File: config.mk
export PLATFORM = sky130hd
export DESIGN_NAME = mul16_seq
export DESIGN_NICKNAME = d
export VERILOG_FILES = /design/src/rtl/mul16_seq.sv
export SDC_FILE = /design/constraint.sdc
export NUM_CORES = 1
export LEC_CHECK = 0
export ABC_CLOCK_PERIOD_IN_PS = 3100
export BUFFER_PORTS_ARGS = -buffer_cell sky130_fd_sc_hd__buf_2
export CAP_MARGIN = 20
export CORE_ASPECT_RATIO = 0.5
export CORE_MARGIN = 8
export CORE_UTILIZATION = 45
export CTS_CLUSTER_SIZE = 25
export DETAILED_ROUTE_END_ITERATION = 8
export GPL_TIMING_DRIVEN = 1
export PLACE_DENSITY = 0.66
export SKIP_CTS_REPAIR_TIMING = 1
export SYNTH_ARGS = -nofsm -noshare
export SYNTH_HDL_FRONTEND = slang
export SYNTH_SLANG_ARGS = --single-unit
File: constraint.sdc
create_clock -name clk -period 3.1 [get_ports clk]
set_clock_uncertainty 0.2 [all_clocks]
set_input_delay 0.155 -clock clk [delete_from_list [all_inputs] [get_ports clk]]
set_output_delay 0.155 -clock clk [all_outputs]
set_load 0.03 [all_outputs]
File: src/rtl/mul16_seq.sv
// mul16_seq: sequential 16x16 unsigned shift-and-add multiplier.
// Takes one Add16 accumulation step per clock and runs for 16 steps.
// The registered 32-bit product comes with a one-cycle done pulse.
// Optional feature: define MUL16_EARLY_EXIT_EN to finish as soon as no multiplier bits remain.
module mul16_seq (
    input  logic        clk,
    input  logic        rst_n,
    input  logic        start,
    input  logic [15:0] a,
    input  logic [15:0] b,
    output logic        busy,
    output logic        done,
    output logic [31:0] product
);

    typedef enum logic {StIdle, StRun} state_e;

    state_e      state_q, state_d;
    logic        c_q, c_d;
    logic [15:0] hi_q, hi_d;
    logic [15:0] lo_q, lo_d;
    logic [15:0] m_q, m_d;
    logic [4:0]  cnt_q, cnt_d;
    logic [31:0] product_q, product_d;
    logic        done_q, done_d;

    logic [15:0] sum;
    logic        carry;
    logic [32:0] p_add;
    logic [32:0] p_step;
    logic [31:0] p_final;
    logic        last_step;

    // Add16 drops its carry-out, so rebuild it from the operand and sum MSBs.
    assign sum   = hi_q + m_q;
    assign carry = (hi_q[15] & m_q[15]) | ((hi_q[15] ^ m_q[15]) & ~sum[15]);

    // Conditional add of the multiplicand, then shift the whole working register right.
    always_comb begin
        p_add  = lo_q[0] ? {carry, sum, lo_q} : {c_q, hi_q, lo_q};
        p_step = p_add >> 1;
    end

`ifdef MUL16_EARLY_EXIT_EN
    logic [15:0] live_mask;

    // lo[15-cnt:0] still holds unconsumed multiplier bits; bit 0 is consumed this step.
    assign live_mask = 16'hFFFF >> cnt_q;
    assign last_step = (cnt_q == 5'd15) || (((lo_q & live_mask) >> 1) == 16'd0);
    // Apply the skipped shifts in one go so the result matches the full 16-step run.
    assign p_final   = 32'(p_step >> (5'd15 - cnt_q));
`else
    assign last_step = (cnt_q == 5'd15);
    assign p_final   = p_step[31:0];
`endif

    // Next-state and datapath update; hold everything by default.
    always_comb begin
        state_d   = state_q;
        c_d       = c_q;
        hi_d      = hi_q;
        lo_d      = lo_q;
        m_d       = m_q;
        cnt_d     = cnt_q;
        product_d = product_q;
        done_d    = 1'b0;
        unique case (state_q)
            StIdle: begin
                if (start) begin
                    m_d     = a;
                    hi_d    = 16'd0;
                    c_d     = 1'b0;
                    lo_d    = b;
                    cnt_d   = 5'd0;
                    state_d = StRun;
                end
            end
            StRun: begin
                c_d   = p_step[32];
                hi_d  = p_step[31:16];
                lo_d  = p_step[15:0];
                cnt_d = cnt_q + 5'd1;
                if (last_step) begin
                    product_d = p_final;
                    done_d    = 1'b1;
                    state_d   = StIdle;
                end
            end
            default: state_d = StIdle;
        endcase
    end

    // State register with synchronous active-low reset.
    always_ff @(posedge clk) begin
        if (!rst_n) begin
            state_q <= StIdle;
        end else begin
            state_q <= state_d;
        end
    end

    // Datapath and output registers; reset also clears the product of an aborted run.
    always_ff @(posedge clk) begin
        if (!rst_n) begin
            c_q       <= 1'b0;
            hi_q      <= 16'd0;
            lo_q      <= 16'd0;
            m_q       <= 16'd0;
            cnt_q     <= 5'd0;
            product_q <= 32'd0;
            done_q    <= 1'b0;
        end else begin
            c_q       <= c_d;
            hi_q      <= hi_d;
            lo_q      <= lo_d;
            m_q       <= m_d;
            cnt_q     <= cnt_d;
            product_q <= product_d;
            done_q    <= done_d;
        end
    end

    assign busy    = (state_q == StRun);
    assign done    = done_q;
    assign product = product_q;

endmodule

==> results.yml <==
status:
  status: "finished, violations left"
  violations: "hold timing"
yosys:
  syn_inst: 474
  ys_warn_count: 0
  synth_top_cell_by_area: "dfxtp_1"
  syn_nets: 528
  synth_cell_types: 50
  synthTopCellsByCount: "dfxtp_1 (87), nand2_1 (79), o21ai_0 (39), clkbuf_1 (27), mux2i_1 (25)"
  syn_area_mm2: 0.00419
  async_flop_share_pct: 0
  synth_flop_cell: "dfxtp_1"
  yosysTopAreaCellShare_pct: 41.5
  synth-edff-count: 0
  avgSynthCellArea_um2: 8.85
  synth.area.top_cells: "dfxtp_1 (42%), nand2_1 (7.1%), mux2i_1 (6.0%)"
  yosysMostFrequentCell: "dfxtp_1"
  seq_area_frac_synth_pct: 41.5
  yosys_register_bits: 87
place:
  gp_congestion: 0.847
  port_buffers: 68
  dp_hpwl_um: 7060
run:
  maxCapViolCount: 0
die:
  coreArea_mm2: 0.00926
  initial_core_util_pct: 45.3
  num_io_pins: 69
  die_x_um: 153
  die_h_um: 84.3
  rows: 25
  die_area_mm2: 0.0129
timing:
  setup_viol_count_final: 0
  rsz0062_at_grt: "no"
  period_share_pct: 93.7
  slew_headroom_pct: 51.2
  hold_viol: 2
  tns_ns: 0
  post-route-min-period_ns: 2.90
  whs_ns: -0.00615
  slew_viol_final: 0
  fmax_mhz: 344
  worst_pin_slew_ns: 0.731
clock_network:
  htreeDepth: 3
  cts-root-buf: "clkbuf_16"
  clk_latency_ns: 0.34
  cts_sinks: 87
  clockBufferDepth: 2
  cts_tree: "built"
  cts_buffers: 9
  path_clk_slew_ns: 0.06
global_route:
  gr-total-overflow: 0
  grt_pass1_wl_um: 16500
  grtUsageTotal_pct: 15.6
  grt_pass1_vias: 3202
  grt_max_degree: 43
  grt_antenna_before_repair: 0
critical_path:
  cp.arrival_ns: 2.94
  cp.buffers_inverters: 0
  critPathSlowestCell: "fa_1"
  slowest_delay_ns: 0.43
  crit_required_ns: 3.13
  crit_chain: "ha_1, a211o_1, a21oi_2, a21oi_2, a31oi_2, o21a_1, o21ai_1, fa_1, mux2i_1, nor2b_1, o21a_1"
  end_kind: "register"
  critPathLaunchType: "register"
  path_class: "register to register"
  worstPathMaxFanout: 4
  path_delay_family: "compound AO/OA/AOI/OAI gates"
detailed_routing:
  drt-wirelength-per-cell_um: 14.7
  finalWirelength_um: 9880
  drc_errors: 0
  drt-pass1-iter-count: 5
  drtIter0Drc: 166
  postRouteAntennaNets: 0
  vias: 3522
  viasPerCell: 5.24
cells_and_area:
  drive_gt1_share_pct: 19.1
  diodes: 0
  fin_nets: 600
  synthToLayoutAreaGrowth_pct: 21.4
pwr:
  switching_power_mw: 0.613
  p_seq_share_pct: 48.2
  clockPowerShare_pct: 42.1
  p_int_mw: 1.85
  ir_drop_mv: 0.277
  p_leak_nw: 2.17
  power_switching_share_pct: 24.9
  power.density_mw_per_mm2: 484
  combPwrFrac_pct: 9.8
worst_hold_path:
  hold_class: "primary input to register"
[worst register-to-register path: cells and delay by family (launching register included)]
family	cells	cell delay, ns
adders and majority gates	2	0.75
AOI/OAI and AO/OA	7	1.22
muxes	1	0.18
and+or+nand+nor	1	0.09
DFF	1	0.35
[final timing paths]
kind | start | to | slack, ns | cells after the start
worst min-delay path | rst_n | hi_q[0]$_SDFFE_PN0P_ | -0.006 | 2
worst max-delay path | hi_q[1]$_SDFFE_PN0P_ | hi_q[14]$_SDFFE_PN0P_ | 0.20 | 11
worst min register to register | product[17]$_SDFFE_PN0P_ | product[17]$_SDFFE_PN0P_ | 0.25 | 2
worst max register to register | hi_q[1]$_SDFFE_PN0P_ | hi_q[14]$_SDFFE_PN0P_ | 0.20 | 11
[cell families (layout without fill, tap and decap cells)]
family / Yosys count / after routing / synth area share (%)
flops: 87 / 87 / 41.5
simple gates: 153 / 153 / 17.8
fa+ha+maj: 19 / 19 / 6.03
buf+inv: 39 / 116 / 3.55
compound gates: 137 / 137 / 22.0
mux: 29 / 29 / 7.04
xor+xnor: 10 / 10 / 2.09
[power groups by stage]
| stage | Combinational [mW] | Clock [mW] | Sequential [mW] |
|---|---|---|---|
| 6_report | 0.240 | 1.04 | 1.19 |
| 5_1_grt | 0.270 | 1.10 | 1.19 |
| 4_1_cts | 0.225 | 1.05 | 1.19 |
| 3_5_place_dp | 0.224 | 0 | 1.21 |
| 3_3_place_gp | 0.222 | 0 | 1.21 |
| 2_1_floorplan | 0.169 | 0 | 1.20 |
[state kept, by name, summed over array words and instances (netlist names)]
register  cells
m_q          16
lo_q         16
cnt_q         5
product      32
busy          1
done          1
hi_q         16
[cell usage in the layout, fill, tap and decap left out, types with 3 or more instances in the layout]
cell type / n
a21boi_0: 11
a21boi_1: 5
a21o_1: 4
a21oi_1: 20
a21oi_2: 3
a22o_1: 15
a31oi_1: 6
and2_1: 16
and3_1: 3
buf_2: 68
buf_4: 8
clkbuf_16: 9
dfxtp_1: 86
dlygate4sd3_1: 17
ha_1: 17
inv_1: 6
mux2i_1: 25
nand2_1: 79
nand2b_1: 7
nand3_1: 6
nand4_1: 3
nor2_1: 9
nor2b_1: 18
nor3b_1: 7
o21a_1: 7
o21ai_0: 38
o21ai_1: 7
o32ai_1: 3
xnor2_1: 7
xor2_1: 3
[area by class of cell]
cell class,count,area [µm²]
Fill cell,879,4170
Multi-Input combinational cell,348,2310
Sequential cell,87,1740
Timing Repair Buffer,93,571
Clock buffer,12,256
Tap cell,121,151
Clock inverter,4,30.0
Inverter,7,26.3
[layer usage]
metal	share of wire, %	track usage (%)	routed length, µm
met3	6.7	5.02	662
met2	42	23.8	4180
met5	0	0	0
met1	50	20.7	4930
met4	1.1	4.28	104
[through the flow]
| step | worst slack (ns) | cells | util [%] | power, mW | instance area (µm²) |
|---|---|---|---|---|---|
| finish | 0.195 | 672 | 55.0 | 2.46 | 5090 |
| global route | 0.0482 | 672 | 55.0 | 2.56 | 5090 |
| CTS | 0.117 | 654 | 53.0 | 2.47 | 4910 |
| detailed placement | 0.145 | 638 | 49.9 | 1.44 | 4620 |
| global placement | 0.212 | 638 | 49.9 | 1.43 | 4620 |
| floorplan | 0.354 | 474 | - | 1.37 | 4190 |
No activity file was read; power rests on OpenSTA's default activity.
